### src/rtl/apb_bridge_nslv.sv
// rtl/apb_bridge_nslv.sv - valid/ready request to APB master for NSLV slaves with wait states and errors
// Optional ACCESS-phase timeout enabled by defining APB_TIMEOUT_EN.
module apb_bridge_nslv #(
   parameter int AW          = 16,
   parameter int DW          = 32,
   parameter int NSLV        = 3,
   parameter int REGION_BITS = 14,
   parameter int TIMEOUT     = 255
) (
   input  logic               clk,
   input  logic               reset,
   input  logic               req_valid,
   output logic               req_ready,
   input  logic               req_write,
   input  logic [AW-1:0]      req_addr,
   input  logic [DW-1:0]      req_wdata,
   output logic               rsp_valid,
   output logic [DW-1:0]      rsp_rdata,
   output logic               rsp_err,
   output logic [NSLV-1:0]    psel,
   output logic               penable,
   output logic               pwrite,
   output logic [AW-1:0]      paddr,
   output logic [DW-1:0]      pwdata,
   input  logic [NSLV*DW-1:0] prdata,
   input  logic [NSLV-1:0]    pready,
   input  logic [NSLV-1:0]    pslverr
);

   localparam int IW = AW - REGION_BITS;

   typedef enum logic [1:0] {S_IDLE, S_SETUP, S_ACCESS, S_RESP} state_t;

   state_t            state;
   logic [IW-1:0]     req_idx;
   logic [NSLV-1:0]   dec_mask;
   logic              sel_ready;
   logic              sel_err;
   logic [DW-1:0]     sel_rdata;
   logic              to_hit;

   generate
      if (NSLV < 1 || NSLV > 16 || TIMEOUT < 1 || TIMEOUT > 65535) begin : g_param_check
         $error("apb_bridge_nslv: parameter out of range");
      end
   endgenerate

   // Full-address decode: region indices at or above NSLV produce an empty mask.
   assign req_idx = req_addr[AW-1:REGION_BITS];

   always_comb begin
      dec_mask = '0;
      for (int i = 0; i < NSLV; i++) begin
         if (32'(req_idx) == i) dec_mask[i] = 1'b1;
      end
   end

   // The registered psel doubles as the mask that picks the selected slave's response.
   assign sel_ready = |(pready & psel);
   assign sel_err   = |(pslverr & psel);

   always_comb begin
      sel_rdata = '0;
      for (int i = 0; i < NSLV; i++) begin
         if (psel[i]) sel_rdata = sel_rdata | prdata[i*DW +: DW];
      end
   end

`ifdef APB_TIMEOUT_EN
   logic [15:0] to_cnt;
   assign to_hit = (17'(to_cnt) + 17'd1) >= 17'(TIMEOUT);
`else
   assign to_hit = 1'b0;
`endif

   always_ff @(posedge clk) begin
      if (reset) begin
         state     <= S_IDLE;
         req_ready <= 1'b1;
         rsp_valid <= 1'b0;
         rsp_rdata <= '0;
         rsp_err   <= 1'b0;
         psel      <= '0;
         penable   <= 1'b0;
         pwrite    <= 1'b0;
         paddr     <= '0;
         pwdata    <= '0;
`ifdef APB_TIMEOUT_EN
         to_cnt    <= '0;
`endif
      end else begin
         case (state)
            S_IDLE: begin
               if (req_valid && req_ready) begin
                  req_ready <= 1'b0;
                  pwrite    <= req_write;
                  paddr     <= req_addr;
                  pwdata    <= req_wdata;
                  psel      <= dec_mask;
                  state     <= S_SETUP;
               end
            end
            S_SETUP: begin
               // A decode miss spends its SETUP slot with no select, then reports the error.
               if (psel == '0) begin
                  rsp_valid <= 1'b1;
                  rsp_err   <= 1'b1;
                  rsp_rdata <= '0;
                  state     <= S_RESP;
               end else begin
                  penable <= 1'b1;
`ifdef APB_TIMEOUT_EN
                  to_cnt  <= '0;
`endif
                  state   <= S_ACCESS;
               end
            end
            S_ACCESS: begin
`ifdef APB_TIMEOUT_EN
               to_cnt <= to_cnt + 16'd1;
`endif
               if (sel_ready) begin
                  psel      <= '0;
                  penable   <= 1'b0;
                  rsp_valid <= 1'b1;
                  rsp_err   <= sel_err;
                  rsp_rdata <= (!pwrite && !sel_err) ? sel_rdata : '0;
                  state     <= S_RESP;
               end else if (to_hit) begin
                  psel      <= '0;
                  penable   <= 1'b0;
                  rsp_valid <= 1'b1;
                  rsp_err   <= 1'b1;
                  rsp_rdata <= '0;
                  state     <= S_RESP;
               end
            end
            S_RESP: begin
               rsp_valid <= 1'b0;
               rsp_err   <= 1'b0;
               rsp_rdata <= '0;
               req_ready <= 1'b1;
               state     <= S_IDLE;
            end
            default: state <= S_IDLE;
         endcase
      end
   end

endmodule

### config.mk
export PLATFORM = sky130hd
export DESIGN_NAME = apb_bridge_nslv
export DESIGN_NICKNAME = d
export VERILOG_FILES = /design/src/rtl/apb_bridge_nslv.sv
export SDC_FILE = /design/constraint.sdc
export NUM_CORES = 1
export LEC_CHECK = 0
export BUFFER_PORTS_ARGS = -buffer_cell sky130_fd_sc_hd__buf_2
export CAP_MARGIN = 15
export CORE_MARGIN = 2
export CORE_UTILIZATION = 47
export CTS_BUF_LIST = sky130_fd_sc_hd__clkbuf_8
export DETAILED_ROUTE_END_ITERATION = 16
export GPL_TIMING_DRIVEN = 1
export PLACE_DENSITY = 0.92
export SETUP_SLACK_MARGIN = 0.05
export SLEW_MARGIN = 20
export SYNTH_ARGS = -nofsm -noshare
export SYNTH_HDL_FRONTEND = slang
export SYNTH_SLANG_ARGS = --single-unit
### constraint.sdc
create_clock -name clk -period 6.35 [get_ports clk]
set_input_delay 0.635 -clock clk [delete_from_list [all_inputs] [get_ports clk]]
set_output_delay 0.635 -clock clk [all_outputs]
set_load 0.01 [all_outputs]
==> impl_metrics.ini <==
[timing]
report.final.slew_viol_count = 0
max_freq_mhz = 372.4
hold_viol_final = 0
worst_pin_slew_ns = 1.005
setup_viol = 0
min_period_ns = 2.685
fin_skew_ns = 0.01181
setup_ws_ns = 3.665
rsz0062_at_grt = no
slew-limit-headroom_pct = 32.82
fin_setup_tns_ns = 0
fin_crit_sh_pct = 42.29

[yosys]
synth_most_common_cell = nand2_1
synth_flop_cell = dfxtp_1
ys_seq_area_share_pct = 48.29
synthArstFlopShare_pct = 0
synthCells = 457
yosys_warnings = 0
synth_edf_count = 0
yosysTopAreaCellShare_pct = 48.29
synthesis.area_mm2 = 0.003731
ys_types = 25
syn_nets = 615
synth.avg_cell_area_um2 = 8.164
ys_ff_latch = 90
yosys-top-cells-area = dfxtp_1 (48%), nand2_1 (13%), a21oi_1 (11%), a222oi_1 (9.1%), or3_1 (5.4%)
synth_top_cell_by_area = dfxtp_1
netlist_top_cells_count = nand2_1 (132), dfxtp_1 (90), a21oi_1 (84), clkbuf_1 (39), a222oi_1 (34)

[cts]
cts_buffers = 9
ctsLongestPathBuffers = 2
clkSinkCount = 90
cts_root_buf = clkbuf_8
cts_tree = yes
postCtsSetupBuffers = 0
htreeDepth = 3
postCtsHoldBufs = 0
clk_latency_ns = 0.35
clkTransAtPathRegs_ns = 0.09
post_cts_resized = 0

[die]
fp.dieH_um = 93.10
rows = 32
initial_utilization_pct = 48.28
die_w_um = 93.10
core_area_mm2 = 0.007727
dieArea_mm2 = 0.008668
io-pin-count = 242

[detailed_routing]
finalWirelength_um = 11200
via_count = 4152
avgRoutedWirePerCell_um = 14.47
drt-pass1-iter-count = 7
detail_route.vias_per_cell = 5.364
drc = 0
first_iter_violations = 237
postRouteAntennaNets = 0

[placed_design]
place.gp.congestion = 0.7618
port_buffers = 241
place_ws_ns = 3.433
dp_hpwl_um = 8114
placed_cell_area_mm2 = 0.004897
dp_cells = 758

[power]
peakVddDrop_mv = 0.2252
powerDensity_mw_per_mm2 = 337.5
p_leak_nw = 2.339

[final_layout]
fin_cells = 774
design_area_mm2 = 0.005105
syn2layout_area_growth_pct = 36.82
insertedDiodeCount = 0
finish.net_count = 825
layout-drive-gt1-share_pct = 39.29

[worst_setup_path]
critPathLaunchType = flip-flop
reg2reg_depth = 6
r2r_setup_slack_ns = 3.66
worstPathArrival_ns = 2.89
crit_required_ns = 6.56
timing.rr.start = state[0]
cp-end-kind = flip-flop
crit_fanout = 50
critPathKind = flip-flop to flip-flop
r2r_end = psel[0]

[global_route]
grt_pass1_vias = 3804
grt_max_degree = 91
grt_usage_pct = 24.76
antenna_found_initial = 0
grt_overflow_total = 0
grt_pass1_wl_um = 17130

[job]
maxCapViolCount = 0

[min_path]
min-delay-start = rsp_rdata[18]
hold_path_depth = 2
hold_class = flip-flop to flip-flop
whs_endpoint = rsp_rdata[18]

[outcome]
status = finished, final reports clean
==> report_power, final <==
group | leakage (nW) | internal (mW) | switching [mW]
registers | 0.733 | 0.645 | 0.0653
logic | 1.50 | 0.223 | 0.392
clock network | 0.103 | 0.201 | 0.195
total | 2.34 | 1.07 | 0.653
==> registers in the layout (all words and copies together), names as in the netlist <==
signal	flops
pwdata	32
pwrite	1
psel	3
req_ready	1
rsp_rdata	32
state	2
penable	1
rsp_valid	1
paddr	16
rsp_err	1
==> layer usage <==
layer	vias to the layer above	global-route usage (%)	share of wire (%)
li1	2038	-	-
met1	1873	25.93	37
met2	216	45.71	51
met3	25	7.252	10
met4	0	10.78	2.4
met5	-	0	0
==> placed cells by master, fill, tap and decap left out, drive strengths merged, types with 2 or more instances in the layout <==
| cell | count |
|---|---|
| buf | 243 |
| nand2 | 132 |
| dfxtp | 90 |
| a21oi | 84 |
| a222oi | 34 |
| or3 | 32 |
| clkbuf | 11 |
| nor2 | 7 |
| inv | 5 |
| mux2i | 5 |
| nand2b | 4 |
| ha | 4 |
| nand3 | 4 |
| a22oi | 2 |
| o21ai | 2 |
| clkinvlp | 2 |
==> worst max-delay path, stage by stage (launching register included) <==
cell,delay [ns]
dfxtp_1,0.34
inv_1,0.12
ha_1,0.31
nand3_2,0.79
a22oi_1,0.70
mux2i_1,0.24
nor2_1,0.05
==> per-stage QoR <==
stage                     total power [mW]  util (%)  hold slack (ns)
final                                1.723     66.06           0.4531
after global routing                 1.841     66.06           0.4727
after CTS                            1.735     66.03           0.4558
after detailed placement             1.342     63.37           0.4444
after global placement               1.310     63.37           0.4359
after floorplan                      1.169         -           0.4761
==> worst max path at each step <==
stage,start,endpoint,cells after the start
2_1_floorplan,pready[0],rsp_rdata[10],7
3_3_place_gp,psel[0],rsp_rdata[23],4
3_5_place_dp,psel[1],rsp_rdata[1],4
4_1_cts,psel[1],rsp_rdata[14],4
5_1_grt,state[0],psel[0],6
6_report,state[0],psel[0],6
==> kinds of logic (layout without fill, tap and decap cells) <==
logic type	Yosys count	after routing	synth area share, %
adder cells (fa/ha/maj)	4	4	1.341
flip-flops	90	90	48.29
multiplexers	5	5	1.341
buffers and inverters	48	263	5.499
AND/OR/NAND/NOR	184	184	21.63
AO/OA/AOI/OAI	126	126	21.90
==> layout make-up <==
type | count | area (um^2)
multi-input cells | 319 | 1732
repair buffers | 243 | 1221
fillers | 648 | 2623
clock buffers | 11 | 151.4
inverters | 4 | 15.01
clock inverters | 5 | 53.80
well taps | 102 | 127.6
flip-flops and latches | 90 | 1804
Power figures use the tool's default switching activity.
